**src/rtl/uart_pkg.sv**
```systemverilog
// Shared UART definitions: receiver FSM states and default line settings,
// common to the receiver and the transmitter.
package uart_pkg;

  localparam int UART_CLK_HZ = 100_000_000;
  localparam int UART_BAUD   = 115_200;

  typedef enum logic [2:0] {
    ST_IDLE,
    ST_START,
    ST_DATA,
    ST_STOP,
    ST_BREAK
  } uart_state_e;

  // sys_clk cycles per 16x oversample tick
  function automatic int baud_div(input int clk_hz, input int baud);
    return clk_hz / (baud * 16);
  endfunction

endpackage

```
**src/rtl/uart_baud_tick.sv**
```systemverilog
// 16x oversample tick generator: one-cycle tick every DIV clocks, held at
// phase zero while clr_i is high so a frame always starts on a fresh period.
module uart_baud_tick #(
  parameter int DIV = 54
) (
  input  logic clk_i,
  input  logic rst_ni,
  input  logic clr_i,
  output logic tick_o
);

  localparam int CW = $clog2(DIV);
  localparam logic [CW-1:0] LAST = CW'(DIV - 1);

  logic [CW-1:0] cnt_q;

  assign tick_o = !clr_i && (cnt_q == LAST);

  always_ff @(posedge clk_i or negedge rst_ni) begin
    if (!rst_ni) begin
      cnt_q <= '0;
    end else if (clr_i || (cnt_q == LAST)) begin
      cnt_q <= '0;
    end else begin
      cnt_q <= cnt_q + 1'b1;
    end
  end

endmodule

```
**src/rtl/uart_rx.sv**
```systemverilog
// 8N1 UART receiver, LSB first, idle-high line, 16x oversampled; start and stop
// bits are validated at their midpoints and bytes are held until acknowledged.
module uart_rx
  import uart_pkg::*;
#(
  parameter int CLK_HZ = UART_CLK_HZ,
  parameter int BAUD   = UART_BAUD,
  parameter int DIV    = baud_div(CLK_HZ, BAUD)
) (
  input  logic       sys_clk_i,
  input  logic       sys_rstn_i,
  input  logic       uart_rx_i,
  input  logic       uart_rd_i,
  output logic [7:0] uart_dat_o,
  output logic       uart_valid_o,
  output logic       uart_ferr_o,
  output logic       uart_ovr_o,
  output logic       uart_busy_o
);

  logic [1:0]  sync_q;
  logic        rx_s;
  logic        tick;
  logic        tick_clr;
  uart_state_e state_q;
  logic [3:0]  scnt_q;
  logic [2:0]  bcnt_q;
  logic [7:0]  shreg_q;
  logic [7:0]  dat_q;
  logic        valid_q;
  logic        ferr_q;
  logic        ovr_q;
  logic        busy_q;

  assign rx_s     = sync_q[1];
  assign tick_clr = (state_q == ST_IDLE);

  // Flops reset high so a released reset never looks like a start bit.
  always_ff @(posedge sys_clk_i or negedge sys_rstn_i) begin
    if (!sys_rstn_i) begin
      sync_q <= 2'b11;
    end else begin
      sync_q <= {sync_q[0], uart_rx_i};
    end
  end

  uart_baud_tick #(
    .DIV(DIV)
  ) u_baud_tick (
    .clk_i (sys_clk_i),
    .rst_ni(sys_rstn_i),
    .clr_i (tick_clr),
    .tick_o(tick)
  );

  // Handshake: uart_valid_o is a level that stays high while a byte is held;
  // a cycle with uart_rd_i high pops it and clears both sticky flags on the
  // next edge. A byte delivered in the same cycle as uart_rd_i wins: valid
  // stays high and no overrun is recorded.
  always_ff @(posedge sys_clk_i or negedge sys_rstn_i) begin
    if (!sys_rstn_i) begin
      state_q <= ST_IDLE;
      scnt_q  <= 4'd0;
      bcnt_q  <= 3'd0;
      shreg_q <= 8'd0;
      dat_q   <= 8'd0;
      valid_q <= 1'b0;
      ferr_q  <= 1'b0;
      ovr_q   <= 1'b0;
      busy_q  <= 1'b0;
    end else begin
      if (uart_rd_i) begin
        valid_q <= 1'b0;
        ferr_q  <= 1'b0;
        ovr_q   <= 1'b0;
      end
      if (tick && (state_q != ST_IDLE)) begin
        scnt_q <= scnt_q + 4'd1;
      end
      case (state_q)
        ST_IDLE: begin
          if (!rx_s) begin
            state_q <= ST_START;
            scnt_q  <= 4'd0;
            busy_q  <= 1'b1;
          end
        end
        ST_START: begin
          if (tick && (scnt_q == 4'd7)) begin
            if (rx_s) begin
              state_q <= ST_IDLE;
              busy_q  <= 1'b0;
            end else begin
              state_q <= ST_DATA;
              scnt_q  <= 4'd0;
              bcnt_q  <= 3'd0;
            end
          end
        end
        ST_DATA: begin
          if (tick && (scnt_q == 4'd15)) begin
            shreg_q[bcnt_q] <= rx_s;
            bcnt_q          <= bcnt_q + 3'd1;
            if (bcnt_q == 3'd7) begin
              state_q <= ST_STOP;
              scnt_q  <= 4'd0;
            end
          end
        end
        ST_STOP: begin
          if (tick && (scnt_q == 4'd15)) begin
            if (rx_s) begin
              dat_q   <= shreg_q;
              valid_q <= 1'b1;
              if (valid_q && !uart_rd_i) begin
                ovr_q <= 1'b1;
              end
              state_q <= ST_IDLE;
              busy_q  <= 1'b0;
            end else begin
              ferr_q  <= 1'b1;
              state_q <= ST_BREAK;
            end
          end
        end
        ST_BREAK: begin
          // A line held low after a bad stop bit must go high before re-arming.
          if (rx_s) begin
            state_q <= ST_IDLE;
            busy_q  <= 1'b0;
          end
        end
        default: begin
          state_q <= ST_IDLE;
          busy_q  <= 1'b0;
        end
      endcase
    end
  end

  assign uart_dat_o   = dat_q;
  assign uart_valid_o = valid_q;
  assign uart_ferr_o  = ferr_q;
  assign uart_ovr_o   = ovr_q;
  assign uart_busy_o  = busy_q;

endmodule

```
**config.mk**
```make
export PLATFORM = sky130hd
export DESIGN_NAME = uart_rx
export DESIGN_NICKNAME = d
export VERILOG_FILES = /design/src/rtl/uart_pkg.sv /design/src/rtl/uart_baud_tick.sv /design/src/rtl/uart_rx.sv
export SDC_FILE = /design/constraint.sdc
export NUM_CORES = 1
export LEC_CHECK = 0
export BUFFER_PORTS_ARGS = -buffer_cell sky130_fd_sc_hd__buf_2
export CORE_MARGIN = 2
export CORE_UTILIZATION = 53
export CTS_CLUSTER_SIZE = 8
export DETAILED_ROUTE_END_ITERATION = 10
export HOLD_SLACK_MARGIN = 0.15
export PLACE_DENSITY = 0.78
export SKIP_LAST_GASP = 1
export SLEW_MARGIN = 10
export SYNTH_ARGS = -nofsm -noshare
export SYNTH_HDL_FRONTEND = slang
export SYNTH_SLANG_ARGS = --single-unit
```
**constraint.sdc**
```tcl
create_clock -name sys_clk_i -period 1.84 [get_ports sys_clk_i]
set_input_delay 0.092 -clock sys_clk_i [delete_from_list [all_inputs] [get_ports sys_clk_i]]
set_output_delay 0.092 -clock sys_clk_i [all_outputs]
set_load 0.01 [all_outputs]
```
==> impl_metrics.py <==
metrics = {
    "logic_synthesis": {
        "syn_avg_cell_area_um2": 12.0,
        "async_flop_share_pct": 100,
        "yosysTopAreaCellShare_pct": 47.9,
        "synth_fp_nets": 166,
        "synth_warnings": 0,
        "yosysUniqueCellTypes": 46,
        "ys.flop_type": "dfrtp_1",
        "synth_area_leaders": "dfrtp_1 (48%), mux2_2 (9.6%), nor2_1 (3.4%), ha_1 (3.3%), dfstp_2 (2.8%)",
        "synth_edf_count": 0,
        "synth_top_cell_by_area": "dfrtp_1",
        "syn_inst": 157,
        "synth_area_um2": 1880,
        "ys_seq_area_share_pct": 50.7,
        "ys_seq_elements": 38,
    },
    "critical_path": {
        "cpMaxStageDelayCell": "or4b_4",
        "r2r-start": "scnt_q[0]",
        "cp.arrival_ns": 2.09,
        "startpoint_type": "register",
        "ff2ff_setup_slack_ns": 0.006,
        "path_max_fanout": 3,
        "crit_path_end_kind": "register",
        "r2r-end": "bcnt_q[0]",
        "reg2regPathDepth": 6,
        "worstSetupPathType": "reg2reg",
        "slowest_delay_ns": 0.51,
        "crit_chain": "ha_4 -> buf_6 -> and4b_1 -> a21oi_1 -> or4b_4 -> mux2_4",
        "worst_ep_required_time_ns": 2.09,
    },
    "routing": {
        "dr.pass1.iters": 4,
        "vias": 1338,
        "post-route-drc-count": 0,
        "ant_nets": 0,
        "drtIter0Drc": 58,
        "wl_per_cell_um": 14.8,
        "wl_mm": 3.65,
        "via_per_inst": 5.44,
    },
    "power": {
        "power.leakage_uw": 0.00109,
        "total_power_uw": 1340,
        "vdd_drop_max_mv": 0.349,
        "pwr_density_cell_nw_per_um2": 581,
    },
    "cts": {
        "clk_pin_slew_ns": 0.12,
        "clkLatencyLatePin_ns": 0.35,
        "cts-htree-levels": 2,
        "clock_sinks": 38,
        "clk_path_buf_depth": 2,
        "tritoncts": "yes",
        "cts-root-buf": "clkbuf_4",
        "numCtsBuffers": 5,
    },
    "die": {
        "die_h_um": 63.6,
        "dieArea_um2": 4040,
        "rows": 21,
        "fp.dieW_um": 63.6,
        "io_pins": 16,
        "initial_core_util_pct": 55.9,
        "core-area_um2": 3360,
    },
    "sta": {
        "post-route-period-util_pct": 99.7,
        "min_period_ns": 1.83,
        "fin_worst_skew_ns": 0.00740,
        "slew_headroom_pct": 45.2,
        "rsz0062_at_grt": "yes",
        "timing.hold.ws_ns": 0.360,
        "drv_slew": 0,
        "finalHoldViolCount": 0,
        "max_freq_mhz": 545,
        "setup_viol": 0,
        "fin_tns_setup_ns": 0,
        "tightestPinTransition_ns": 0.822,
    },
    "final_layout": {
        "final_cell_mix": "dfrtp_1 (34), buf_4 (22), nor2_1 (17)",
        "register_area_um2": 956,
        "fillers": 279,
        "drive_above_1_share_pct": 40.5,
        "multi_input_area_um2": 928,
        "final_cells": 246,
        "nets": 208,
        "syn2layout_area_growth_pct": 22.6,
        "antennaDiodeCount": 0,
        "final_common_cell": "dfrtp_1",
        "design_area_um2": 2310,
    },
    "placement": {
        "placed_area_um2": 2140,
        "io_buffer_count": 15,
        "hpwl_mm": 2.52,
        "placed_cells": 232,
        "gp_congestion": 0.857,
    },
    "flow_run": {
        "drv_cap": 0,
    },
    "global_routing": {
        "grt_pass1_vias": 1420,
        "grt_first_pass_wirelength_mm": 6.46,
        "grt_max_degree": 39,
        "overflow": 0,
        "grt.total_usage_pct": 21.0,
        "antenna_found_initial": 0,
    },
    "status": {
        "outcome": "finished clean",
    },
    "min_path": {
        "hp-class": "in2async",
    },
}
routing by layer:
metal | track usage, % | vias up | part of all wire [%]
met5 | 0 | - | 0
met4 | 8.97 | 0 | 1.2
met3 | 6.79 | 7 | 4.2
met2 | 36.2 | 25 | 52
met1 | 23.9 | 658 | 43
li1 | - | 648 | -
worst max path at each step:
stage / to / slack [ns] / startpoint
floorplan: bcnt_q[0] / 0.03 / scnt_q[0]
global placement: shreg_q[1] / 0.04 / u_baud_tick.cnt_q[1]
detailed placement: shreg_q[1] / -0.04 / u_baud_tick.cnt_q[1]
CTS: shreg_q[1] / -0.03 / scnt_q[1]
global route: shreg_q[1] / -0.08 / scnt_q[1]
finish: bcnt_q[0] / 0.006 / scnt_q[0]
synth_stat cells, types with 2 or more instances:
cell / instances
and4b_1: 2
xnor2_1: 5
a22o_1: 2
buf_2: 2
dfstp_2: 2
inv_1: 5
nor2b_1: 3
clkbuf_1: 2
mux2_2: 16
nor3_1: 3
nand3_1: 6
nand2_1: 5
dfrtp_1: 36
nor2_1: 17
a21oi_1: 5
buf_4: 2
nand4_1: 3
nor4_1: 2
nor4_4: 2
xor2_1: 4
nand2b_1: 2
nand3b_1: 3
ha_1: 5
critical path, delay by kind of cell, from the launching register on:
family / cells / cell delay [ns]
buffers and inverters: 1 / 0.10
DFF: 1 / 0.41
adders and majority gates: 1 / 0.18
AOI/OAI and AO/OA: 1 / 0.07
and+or+nand+nor: 2 / 0.70
muxes: 1 / 0.28
stage by stage:
stage	utilization, %	setup slack [ns]
after floorplan	-	0.0272
after global placement	63.6	0.0370
after detailed placement	63.6	-0.0419
after CTS	67.8	-0.0253
after global routing	68.6	-0.0759
final	68.6	0.00563
what timing repair did:
item                                    CTS  global route
endpoints found under the setup margin    8            17
gates resized for setup                   6             5
pin swaps                                 3             3
hold buffers                              3             0
setup buffers                             2             1
endpoints found under the hold margin    40             0
sequential cells by signal, summed over array words and instances (netlist names), 2 cells and up:
register and cells:
u_baud_tick.cnt_q 6, shreg_q 8, scnt_q 4, uart_dat_o 8, sync_q 2, bcnt_q 3, state_q 3
cell families after synthesis:
family	count (synthesis)	synth area share, %
and+or+nand+nor	59	20.9
DFF	38	50.7
muxes	18	10.9
AOI/OAI and AO/OA	16	6.72
buffers and inverters	11	2.73
xor gates and xnor gates	9	4.19
adders and majority gates	6	3.86
where the power goes:
| part | switching, uW | leakage (uW) | internal, uW |
|---|---|---|---|
| combinational | 22.7 | 0.000552 | 10.5 |
| sequential | 2.63 | 0.000501 | 839 |
| clock | 281 | 0.0000343 | 184 |
layout make-up:
| type | instances | share of cell area, % |
|---|---|---|
| Timing Repair Buffer | 41 | 12.2 |
| Clock buffer | 6 | 2.22 |
| Multi-Input combinational cell | 108 | 40.3 |
| Inverter | 5 | 0.814 |
| Clock inverter | 2 | 0.543 |
| Tap cell | 46 | 2.50 |
| Sequential cell | 38 | 41.5 |
Power figures use the tool's default switching activity.
